$ cat src/rtl/trng_collector.sv
// trng_collector: repetition-tested, von Neumann debiased byte collector.
// Ports: clk, rst_n, run, clear_fail, number[7:0] in; enabled, out_data[7:0],
// out_valid, health_fail out; out_ready in (valid/ready byte stream).
module trng_collector #(
  parameter int WARMUP    = 16,
  parameter int REP_LIMIT = 4,
  parameter int DEPTH     = 4
) (
  input  logic       clk,
  input  logic       rst_n,
  input  logic       run,
  input  logic       clear_fail,
  input  logic [7:0] number,
  output logic       enabled,
  output logic [7:0] out_data,
  output logic       out_valid,
  input  logic       out_ready,
  output logic       health_fail
);
  localparam int PW = (DEPTH > 1) ? $clog2(DEPTH) : 1;
  localparam int CW = $clog2(DEPTH + 1);
  localparam int WW = $clog2(WARMUP + 1);
  localparam int RW = $clog2(REP_LIMIT + 1);

  typedef enum logic [1:0] {
    S_IDLE, S_WARMUP, S_COLLECT, S_FAIL
  } state_t;

  state_t        state_q, state_d;
  logic [WW-1:0] warm_q, warm_d;
  logic [RW-1:0] rep_q, rep_d, rep_nx;
  logic [7:0]    prev_q, prev_d;
  logic [10:0]   acc_q, acc_d, merged;
  logic [3:0]    acc_cnt_q, acc_cnt_d, sum;
  logic [7:0]    mem_q [DEPTH];
  logic [7:0]    mem_d [DEPTH];
  logic [PW-1:0] wr_q, wr_d, rd_q, rd_d;
  logic [CW-1:0] cnt_q, cnt_d;
  logic          enabled_q, enabled_d;
  logic          fail_q, fail_d;
  logic          sample, trip, push, pop;
  logic [3:0]    nvec;
  logic [2:0]    nbits;

  // Unequal pairs emit their upper bit, compacted LSB-first.
  always_comb begin
    nvec  = '0;
    nbits = '0;
    for (int i = 0; i < 4; i++) begin
      if (number[2*i+1] != number[2*i]) begin
        nvec[nbits[1:0]] = number[2*i+1];
        nbits = nbits + 3'd1;
      end
    end
  end

  assign merged = acc_q | (11'(nvec) << acc_cnt_q);
  assign sum    = acc_cnt_q + 4'(nbits);

  // rep_q == 0 means no previous sample since the last stop.
  always_comb begin
    if (rep_q == '0 || number != prev_q) begin
      rep_nx = RW'(1);
    end else if (rep_q == RW'(REP_LIMIT)) begin
      rep_nx = rep_q;
    end else begin
      rep_nx = rep_q + RW'(1);
    end
  end

  assign sample = (state_q == S_WARMUP) ||
                  (state_q == S_COLLECT && cnt_q < CW'(DEPTH));
  assign trip   = sample && (rep_nx == RW'(REP_LIMIT));
  assign pop    = (cnt_q != '0) && out_ready;

  always_comb begin
    state_d   = state_q;
    warm_d    = warm_q;
    rep_d     = rep_q;
    prev_d    = prev_q;
    acc_d     = acc_q;
    acc_cnt_d = acc_cnt_q;
    push      = 1'b0;
    unique case (state_q)
      S_IDLE: begin
        if (run) begin
          state_d = S_WARMUP;
          warm_d  = '0;
        end
      end
      S_WARMUP, S_COLLECT: begin
        if (sample) begin
          rep_d  = rep_nx;
          prev_d = number;
        end
        if (trip) begin
          state_d = S_FAIL;
        end else if (!run) begin
          state_d   = S_IDLE;
          rep_d     = '0;
          acc_d     = '0;
          acc_cnt_d = '0;
        end else if (state_q == S_WARMUP) begin
          warm_d = warm_q + WW'(1);
          if (warm_q == WW'(WARMUP - 1)) state_d = S_COLLECT;
        end else if (sample) begin
          if (sum >= 4'd8) begin
            push      = 1'b1;
            acc_d     = merged >> 8;
            acc_cnt_d = sum - 4'd8;
          end else begin
            acc_d     = merged;
            acc_cnt_d = sum;
          end
        end
      end
      S_FAIL: begin
        if (clear_fail) begin
          state_d   = S_IDLE;
          rep_d     = '0;
          acc_d     = '0;
          acc_cnt_d = '0;
        end
      end
      default: state_d = S_IDLE;
    endcase
  end

  // Push only happens below DEPTH, so no overflow guard is needed.
  always_comb begin
    mem_d = mem_q;
    wr_d  = wr_q;
    rd_d  = rd_q;
    if (push) begin
      mem_d[wr_q] = merged[7:0];
      wr_d        = wr_q + PW'(1);
    end
    if (pop) rd_d = rd_q + PW'(1);
    cnt_d = cnt_q + CW'(push) - CW'(pop);
  end

  assign enabled_d = (state_d == S_WARMUP) || (state_d == S_COLLECT);
  assign fail_d    = (state_d == S_FAIL);

  always_ff @(posedge clk or negedge rst_n) begin
    if (!rst_n) begin
      state_q   <= S_IDLE;
      warm_q    <= '0;
      rep_q     <= '0;
      prev_q    <= '0;
      acc_q     <= '0;
      acc_cnt_q <= '0;
      for (int i = 0; i < DEPTH; i++) mem_q[i] <= '0;
      wr_q      <= '0;
      rd_q      <= '0;
      cnt_q     <= '0;
      enabled_q <= 1'b0;
      fail_q    <= 1'b0;
    end else begin
      state_q   <= state_d;
      warm_q    <= warm_d;
      rep_q     <= rep_d;
      prev_q    <= prev_d;
      acc_q     <= acc_d;
      acc_cnt_q <= acc_cnt_d;
      mem_q     <= mem_d;
      wr_q      <= wr_d;
      rd_q      <= rd_d;
      cnt_q     <= cnt_d;
      enabled_q <= enabled_d;
      fail_q    <= fail_d;
    end
  end

  assign enabled     = enabled_q;
  assign health_fail = fail_q;
  assign out_valid   = (cnt_q != '0);
  assign out_data    = mem_q[rd_q];

endmodule

$ cat config.mk
export PLATFORM = sky130hd
export DESIGN_NAME = trng_collector
export DESIGN_NICKNAME = d
export VERILOG_FILES = /design/src/rtl/trng_collector.sv
export SDC_FILE = /design/constraint.sdc
export NUM_CORES = 1
export LEC_CHECK = 0
export BUFFER_PORTS_ARGS = -buffer_cell sky130_fd_sc_hd__buf_4
export CAP_MARGIN = 20
export CORE_MARGIN = 5
export CORE_UTILIZATION = 62
export CTS_CLUSTER_DIAMETER = 30
export DETAILED_ROUTE_END_ITERATION = 12
export GPL_ROUTABILITY_DRIVEN = 0
export HOLD_SLACK_MARGIN = 0.08
export PLACE_DENSITY = 0.86
export SLEW_MARGIN = 15
export SYNTH_ARGS = -nofsm -noshare
export SYNTH_HDL_FRONTEND = slang
export SYNTH_SLANG_ARGS = --single-unit
$ cat constraint.sdc
create_clock -name clk -period 4 [get_ports clk]
set_input_delay 0.6 -clock clk [delete_from_list [all_inputs] [get_ports clk]]
set_output_delay 0.6 -clock clk [all_outputs]
set_load 0.005 [all_outputs]
==> results.md <==
- Status: completed
- Finished Cell Area: 0.00529 sq mm
- Final setup margin: 0.148 ns
- IO buf count: 23
- Maximum Capacitance Violations: 0
- Cts hold-fix bufs: 0
- Drt pass-1 iters: 5
- CTS sink count: 74
- ANT cells: 0
- TritonCTS buffer count: 9
- Max_slew headroom: 0.385
- CTS Root Buffer Type: clkbuf_8
- Final min period: 3.85 ns
- Most common library cells after synthesis: dfrtp_1 (74), nand2_1 (37), inv_1 (30)
- Met2 Usage GRT: 0.420
- Layout cells sized above 1: 0.272
- 1st-iter DRT viols: 336
- Clock latency on the worst-skew pair: 0.37 ns
- Mapped Nets: 471
- Clock Path Buffers: 2
- Number of core rows: 31
- Initial antenna violation count: 0
- Largest family of logic cells by synthesized area: multiplexers
- Post-synthesis compound-gate area fraction: 0.140
- Global route hottest layer: met2
- Adder-cell area share of the yosys netlist: 0.0780
- Sequential fraction of the synthesis area: 0.410
- Avg WL per Cell: around 18 microns
- Final core occ: 0.737
- Pins Over Slew Limit: 0
- Die W: 95.4 microns
- Met3 usage: 0.0584
- Post-synth ARST share: 1.00
- DP Area: between 0.005 and 0.006 sq mm
- Largest net degree at the start of global routing: 75
- Synth Area in XOR/XNOR: 0.0407
- Post-synth EDFFs: 0
- Post-synthesis register bit count: 74
- H-tree levels: 3
- Number of global-route vias before repair: approximately 3,800
- CP startpoint kind: primary input
- Synth top area cells: dfrtp_1 (41%), mux2_2 (7.0%), ha_1 (6.9%), mux4_2 (4.0%), xnor2_1 (3.1%)
- Fmax: 260 MHz
- Most common cell in the netlist: dfrtp_1
- Simple-Gate Fraction of Synth Area: 0.142
- Req. time, crit path: 4.26 ns
- Pwr per Cell Area: ~570 mW/mm^2
- Clk slew on worst S/H paths: approximately 0.090 ns
- Mux cell area share after synthesis: 0.147
- DRC: 0
- Io pins: 24
- Synth Flop Type: dfrtp_1
- Yosys cell types: 65
- Worst setup path start: number[0]
- Initial Util: 0.630
- Hold Crit Class: primary input to async pin
- Slew @ Worst Pin: just over 0.9 ns
- Crit. End Element: register
- Crit Reg-Reg Startpoint: state_q[0]$_DFF_PN0_
- Syn-to-layout area delta: 17.0%
- Register-to-register setup slack: around 0.90 ns
- Die area: ~0.009 sq mm
- Routed WL: 10,700 microns
- Critical path class: primary input to register
- Hold Vio Cnt, Final: 0
- CORE AREA: 0.00718 sq mm
- Syn avg cell area: 10.5 sq um
- Largest area contributor in the netlist: dfrtp_1
- Worst VDD drop: 242 uV
- Met1 Usage GRT: 0.316
- CTS tree: done
- Leakage power: between 2 and 2.5 nW
- Hpwl dp: approximately 7500 microns
- # setup viols final: 0
- Setup WS pre-CTS: -0.201 ns
- Antenna viol nets, final: 0
- Synth warn: 0
- Arrival time worst endpoint: 4.12 ns
- Grt total ovfl: 0
- Vias per Instance: approximately 6.2
- GRT Total Usage: 0.254
- Final nets: 516
- Cells after Synth: around 430
- Cell Area, Synth: 0.00452 sq mm
- First-pass GRT wire length: 17,800 microns
- Period Utilization, post-route: 0.963
- Die Span Y: 95.4 microns
- Vias: 3,575
- Crit-path max FO: 4
- Skew final: 0.00662 ns
- Synth top area share: 0.410
[layer usage]
layer | share of wire | vias up
li1 | - | 1645
met3 | 0.066 | 28
met4 | 0.026 | 0
met2 | 0.50 | 138
met1 | 0.41 | 1764
met5 | 0 | -
[layout make-up]
cell class | instances | area, sq um
timing repair buffer | 49 | 368
fill | 464 | 1890
inverter | 31 | 129
clock inverter | 7 | 85.1
clock buffer | 9 | 124
multi-input combinational | 311 | 2610
tap | 99 | 124
sequential | 74 | 1850
[layout by cell type, fill, tap and decap left out, drive strengths merged, types with 6 or more instances in the layout]
cell	count
nor2b	7
mux2i	13
dfrtp	74
xnor2	16
nand3b	8
mux4	9
nand2b	6
nor3	8
mux2	29
nand2	37
buf	49
nand3	9
clkbuf	9
o211ai	9
o21ai	21
nor2	23
a21oi	19
inv	34
ha	25
[repair_timing]
item / in CTS / in global routing
endpoints found under the setup margin: 0 / 1
resized for setup: 0 / 2
setup buffers: 0 / 1
[report_power, final]
group | leakage (nW) | switching (mW) | total, mW | internal (mW)
Combinational | 1.43 | 0.655 | 1.24 | 0.588
Clock | 0.100 | 0.335 | 0.636 | 0.301
Sequential | 0.949 | 0.206 | 1.14 | 0.938
[critical path: stages]
cell	delay, ns
buf_4	0.13
inv_12	0.03
ha_4	0.27
inv_2	0.05
ha_4	0.23
xnor2_4	0.13
inv_2	0.08
ha_4	0.13
nand2_2	0.04
xor2_1	0.14
ha_1	0.35
nand3_1	0.15
and3_4	0.22
nor4_4	0.30
o21ai_2	0.11
ha_1	0.29
inv_1	0.04
ha_2	0.17
fa_2	0.37
xnor2_2	0.15
xnor2_1	0.12
[registers in the layout (all words and copies together) (netlist names)]
name         flops
wr_q             2
cnt_q            3
health_fail      1
state_q          2
acc_cnt_q        4
rep_q            3
enabled          1
warm_q           5
rd_q             2
acc_q           11
mem_q           32
prev_q           8
[cell families after synthesis]
group	after synthesis
simple gates	122
compound gates	90
flops	74
mux	51
buf+inv	46
fa+ha+maj	27
xor+xnor	21
[final timing paths]
| check | end | depth (start not counted) |
|---|---|---|
| hold reg to reg | acc_q[4]$_DFFE_PN0P_ | 1 |
| max in group asynchronous | acc_q[9]$_DFFE_PN0P_ | 1 |
| min in group clk | acc_q[4]$_DFFE_PN0P_ | 1 |
| setup reg to reg | cnt_q[2]$_DFF_PN0_ | 12 |
| setup / recovery | cnt_q[2]$_DFF_PN0_ | 21 |
| hold / removal | warm_q[4]$_DFFE_PN0P_ | 1 |
[metrics by stage]
stage	power [mW]	hold slack (ns)	setup TNS [ns]	instances
after floorplan	2.00	0.304	-0.119	431
after global placement	2.29	0.459	-0.114	563
after detailed placement	2.37	0.470	-0.224	563
after CTS	3.00	0.406	0	579
after global routing	3.21	0.442	-0.0422	580
final	3.02	0.353	0	580
Power figures use the tool's default switching activity.
